==> src/rtl/pipe_stage_reg.sv <==
// Elastic pipeline stage register: main entry plus optional skid entry with a
// valid/ready handshake, stall, flush and a saturating squash counter.
module pipe_stage_reg #(
    parameter int CTRL_W = 4,
    parameter int DATA_W = 74,
    parameter int SKID   = 1,
    parameter int CNT_W  = 8
) (
    input  logic              clk_i,
    input  logic              rst_i,
    input  logic              start_i,
    input  logic              valid_i,
    output logic              ready_o,
    input  logic [CTRL_W-1:0] ctrl_i,
    input  logic [DATA_W-1:0] data_i,
    input  logic              stall_i,
    input  logic              flush_i,
    output logic              valid_o,
    input  logic              ready_i,
    output logic [CTRL_W-1:0] ctrl_o,
    output logic [DATA_W-1:0] data_o,
    output logic [1:0]        occ_o,
    output logic [CNT_W-1:0]  flush_cnt_o
);

    localparam logic [CNT_W-1:0] CNT_MAX = '1;

    logic              main_v_q, main_v_d;
    logic [CTRL_W-1:0] main_ctrl_q, main_ctrl_d;
    logic [DATA_W-1:0] main_data_q, main_data_d;
    logic              skid_v_q, skid_v_d;
    logic [CTRL_W-1:0] skid_ctrl_q, skid_ctrl_d;
    logic [DATA_W-1:0] skid_data_q, skid_data_d;
    logic [1:0]        occ_q, occ_d;
    logic [CNT_W-1:0]  flush_cnt_q, flush_cnt_d;

    logic              ready;
    logic              pop;
    logic              push;
    logic [1:0]        n_drop;
    logic [CNT_W+1:0]  cnt_sum;

    // With the skid entry, readiness comes only from the skid-valid register.
    always_comb begin
        if (SKID != 0) begin
            ready = start_i & ~skid_v_q;
        end else begin
            ready = start_i & (~main_v_q | (ready_i & ~stall_i));
        end
    end

    assign ready_o = ready & ~rst_i;
    assign pop     = main_v_q & ready_i & ~stall_i & start_i;
    assign push    = valid_i & ready & start_i & ~flush_i;

    assign n_drop  = {1'b0, main_v_q} + {1'b0, skid_v_q} + {1'b0, valid_i & ready};
    assign cnt_sum = {2'b00, flush_cnt_q} + {{CNT_W{1'b0}}, n_drop};

    always_comb begin
        main_v_d    = main_v_q;
        main_ctrl_d = main_ctrl_q;
        main_data_d = main_data_q;
        skid_v_d    = skid_v_q;
        skid_ctrl_d = skid_ctrl_q;
        skid_data_d = skid_data_q;
        flush_cnt_d = flush_cnt_q;
        if (start_i) begin
            if (flush_i) begin
                main_v_d    = 1'b0;
                skid_v_d    = 1'b0;
                main_ctrl_d = '0;
                skid_ctrl_d = '0;
                if (cnt_sum > {2'b00, CNT_MAX}) begin
                    flush_cnt_d = CNT_MAX;
                end else begin
                    flush_cnt_d = cnt_sum[CNT_W-1:0];
                end
            end else if (pop && skid_v_q) begin
                // ready was low, so no push can coincide with this refill
                main_v_d    = 1'b1;
                main_ctrl_d = skid_ctrl_q;
                main_data_d = skid_data_q;
                skid_v_d    = 1'b0;
                skid_ctrl_d = '0;
            end else if (pop) begin
                if (push) begin
                    main_ctrl_d = ctrl_i;
                    main_data_d = data_i;
                end else begin
                    main_v_d    = 1'b0;
                    main_ctrl_d = '0;
                end
            end else if (push) begin
                if (!main_v_q) begin
                    main_v_d    = 1'b1;
                    main_ctrl_d = ctrl_i;
                    main_data_d = data_i;
                end else begin
                    skid_v_d    = 1'b1;
                    skid_ctrl_d = ctrl_i;
                    skid_data_d = data_i;
                end
            end
        end
        occ_d = {1'b0, main_v_d} + {1'b0, skid_v_d};
    end

    always_ff @(posedge clk_i or posedge rst_i) begin
        if (rst_i) begin
            main_v_q    <= 1'b0;
            main_ctrl_q <= '0;
            main_data_q <= '0;
            skid_v_q    <= 1'b0;
            skid_ctrl_q <= '0;
            skid_data_q <= '0;
            occ_q       <= '0;
            flush_cnt_q <= '0;
        end else begin
            main_v_q    <= main_v_d;
            main_ctrl_q <= main_ctrl_d;
            main_data_q <= main_data_d;
            skid_v_q    <= skid_v_d;
            skid_ctrl_q <= skid_ctrl_d;
            skid_data_q <= skid_data_d;
            occ_q       <= occ_d;
            flush_cnt_q <= flush_cnt_d;
        end
    end

    assign valid_o     = main_v_q;
    assign ctrl_o      = main_v_q ? main_ctrl_q : '0;
    assign data_o      = main_data_q;
    assign occ_o       = occ_q;
    assign flush_cnt_o = flush_cnt_q;

endmodule

==> config.mk <==
export PLATFORM = sky130hd
export DESIGN_NAME = pipe_stage_reg
export DESIGN_NICKNAME = d
export VERILOG_FILES = /design/src/rtl/pipe_stage_reg.sv
export SDC_FILE = /design/constraint.sdc
export NUM_CORES = 1
export LEC_CHECK = 0
export ABC_AREA = 0
export CAP_MARGIN = 10
export CORE_MARGIN = 5
export CORE_UTILIZATION = 50
export DETAILED_ROUTE_END_ITERATION = 7
export PLACE_DENSITY_LB_ADDON = 0.08
export SYNTH_ARGS = -nofsm -noshare
export SYNTH_HDL_FRONTEND = slang
export SYNTH_SLANG_ARGS = --single-unit
==> constraint.sdc <==
create_clock -name clk_i -period 8.6 [get_ports clk_i]
set_input_delay 2.58 -clock clk_i [delete_from_list [all_inputs] [get_ports clk_i]]
set_output_delay 2.58 -clock clk_i [all_outputs]
set_load 0.03 [all_outputs]
==> results.tsv <==
metric	value	unit
Final min period	6.87	ns
total wire length	17.1	mm
Remaining DRCs	0	
GP Congestion	0.794	
1st-pass router iterations	4	
final cell count without fillers	1016	
WL/cell	16.8	um
Tcrit/Tclk final	0.799	
P per Cell Area	322	mW/mm^2
Finish-stage setup viols	0	
worst flop-to-flop path endpoint	flush_cnt_o[1]$_DFFE_PP0P_	
worst skew pair latency	0.42	ns
buffers plus inverters on the worst setup path	3	
status	completed	
CP cell instances	clkdlybuf4s50_1, inv_1, nor3_1, clkdlybuf4s50_1	
Hold WS	0.488	ns
GRT Overall Usage	0.210	
clk slew on worst S/H paths	0.06	ns
Post-Syn Nets	758	
CTS HTree Levels	4	
DR vias/cell	5.40	
Fin Setup TNS	0	ns
initial antenna violation count	0	
Die ar.	0.0169	mm^2
placed insts	985	
startpoint types	input pin	
Worst Path Max Fanout	8	
fin worst setup slack	1.73	ns
Rows	43	
Arr. time, crit path	4.29	ns
Worst R2R Start	skid_v_q$_DFF_PP0_	
worst ir drop on vdd	170	uV
CP delay by family, top	buffers and inverters	
# resized after CTS	0	
IO buf count	174	
post-synth cell types	35	
largest net degree at the start of global routing	94	
fin nets	914	
Die Y	130	um
dpl hpwl	11.3	mm
number of cells produced by synthesis	668	
diode count	0	
Fmax	145	MHz
number of global-route vias before repair	5654	
unrepaired setup endpoints after global routing	no	
IO Pins	175	
TritonCTS Sinks	168	
Pwr Total	3.08	mW
syn avg cell area	10.8	um^2
CP peak stage delay	0.70	ns
clock tree buffer depth	2	
Yosys warning total	0	
Reg2Reg Depth	10	
CP max stage cell	clkdlybuf4s50_1	
placed cell areas	0.00899	mm^2
TritonCTS Buffers	17	
Slew headroom	0.317	
Lkg Pwr	4.14	nW
Hold WC Path Type	reg -> reg	
vias after detailed routing	5482	
Yosys reg bits	168	
post-CTS setup buffer count	0	
Placeable Area	0.0140	mm^2
final max-slew violation count	0	
Starting Density	0.514	
register area share after synthesis	0.584	
WP data required	6.02	ns
root buffer cell	clkbuf_16	
Least-Margin Pin Slew	1.03	ns
pre-CTS WS	1.74	ns
initial drt markers	420	
first-pass GRT wire length	28.0	mm
maxcap violations	0	
post-layout util	0.685	
post-route ant nets	0	
Worst Setup Path Type	in -> out	
Post-Synthesis Cell Area	0.00720	mm^2
reg-to-reg setup timing slack	5.73	ns
TritonCTS clock tree	yes	
Area growth syn-to-layout	33.1	%
share of cells above drive strength 1	0.0694	
die width	130	um
Worst Hold Path EP	skid_data_q[46]$_DFFE_PP0P_	
Final Hold Vio Count	0	
hold path start	skid_data_q[46]$_DFFE_PP0P_	
Clock Skew	0.00505	ns
Crit. End Element	output pin	
hold path cells	1	
total grt overflow	0	
post-route cell area	0.00958	mm^2
WP depth	4	
# hold bufs at CTS	0	
most frequent CP cell	clkdlybuf4s50_1	
layout make-up:
type / count / area (um^2)
Clock buffer: 22 / 484
Tap cell: 180 / 225
Clock inverter: 9 / 97.6
Fill cell: 1069 / 4410
Inverter: 5 / 23.8
Multi-Input combinational cell: 452 / 2750
Timing Repair Buffer: 180 / 1790
Sequential cell: 168 / 4200
registers in the layout, indices dropped and copies added (netlist names):
name / count
data_o: 74
skid_ctrl_q: 4
occ_o: 2
skid_v_q: 1
flush_cnt_o: 8
main_ctrl_q: 4
valid_o: 1
skid_data_q: 74
Yosys cell counts:
cell | count | area share
dfrtp_1 | 168 | 0.58
nand2_1 | 159 | 0.083
nor2_1 | 79 | 0.041
a31oi_1 | 78 | 0.068
mux2_1 | 60 | 0.094
buf_2 | 20 | 0.014
mux2_2 | 14 | 0.022
buf_4 | 13 | 0.014
clkbuf_1 | 9 | 0.0047
a22o_1 | 8 | 0.0097
o21ai_0 | 6 | 0.0042
and2_1 | 5 | 0.0043
inv_1 | 5 | 0.0026
o2bb2ai_1 | 5 | 0.0061
mux2i_1 | 4 | 0.0056
nand2b_1 | 4 | 0.0035
nor2b_1 | 4 | 0.0035
a21oi_1 | 3 | 0.0021
ha_1 | 3 | 0.0052
fa_1 | 2 | 0.0056
nand3_1 | 2 | 0.0014
nor3_1 | 2 | 0.0014
nor3b_1 | 2 | 0.0021
xnor2_1 | 2 | 0.0024
a221oi_2 | 1 | 0.0021
a22oi_1 | 1 | 0.0010
and3_1 | 1 | 0.00087
and4b_1 | 1 | 0.0014
buf_6 | 1 | 0.0016
nand2b_4 | 1 | 0.0019
nand3b_1 | 1 | 0.0010
nor3_2 | 1 | 0.0014
nor4_2 | 1 | 0.0017
nor4b_2 | 1 | 0.0021
o211ai_1 | 1 | 0.0010
layer usage:
| layer | share of wire | track usage | vias to the layer above |
|---|---|---|---|
| li1 | - | - | 2596 |
| met1 | 0.43 | 0.262 | 2724 |
| met2 | 0.49 | 0.357 | 146 |
| met3 | 0.069 | 0.0630 | 16 |
| met4 | 0.011 | 0.0581 | 0 |
| met5 | 0 | 0 | - |
how the worst max path moves through the flow:
| stage | start | endpoint |
|---|---|---|
| 3_5_place_dp | start_i | ready_o |
| 6_report | start_i | ready_o |
| 2_1_floorplan | rst_i | data_o[0]$_DFFE_PP0P_ |
| 4_1_cts | start_i | ready_o |
| 5_1_grt | start_i | ready_o |
| 3_3_place_gp | start_i | ready_o |
cells by family after synthesis:
family / after synthesis / synth area share
xor gates and xnor gates: 2 / 0.00243
buffers and inverters: 48 / 0.0363
and+or+nand+nor: 264 / 0.151
adders and majority gates: 5 / 0.0108
muxes: 78 / 0.121
AOI/OAI and AO/OA: 103 / 0.0941
DFF: 168 / 0.584
placed cells by master (no fill, tap or decap), types with 8 or more instances in the layout:
cell type          n
clkdlybuf4s50_1  174
dfrtp_1          168
nand2_1          158
nor2_1            79
a31oi_1           78
mux2_1            60
clkbuf_16         17
mux2_2            14
a22o_1             8
power by group:
part           switching, mW  internal [mW]  total [mW]
clock                  0.294          0.454       0.748
sequential             0.181           1.10        1.28
combinational          0.574          0.483        1.06
total                   1.05           2.03        3.08
Power figures use the tool's default switching activity.
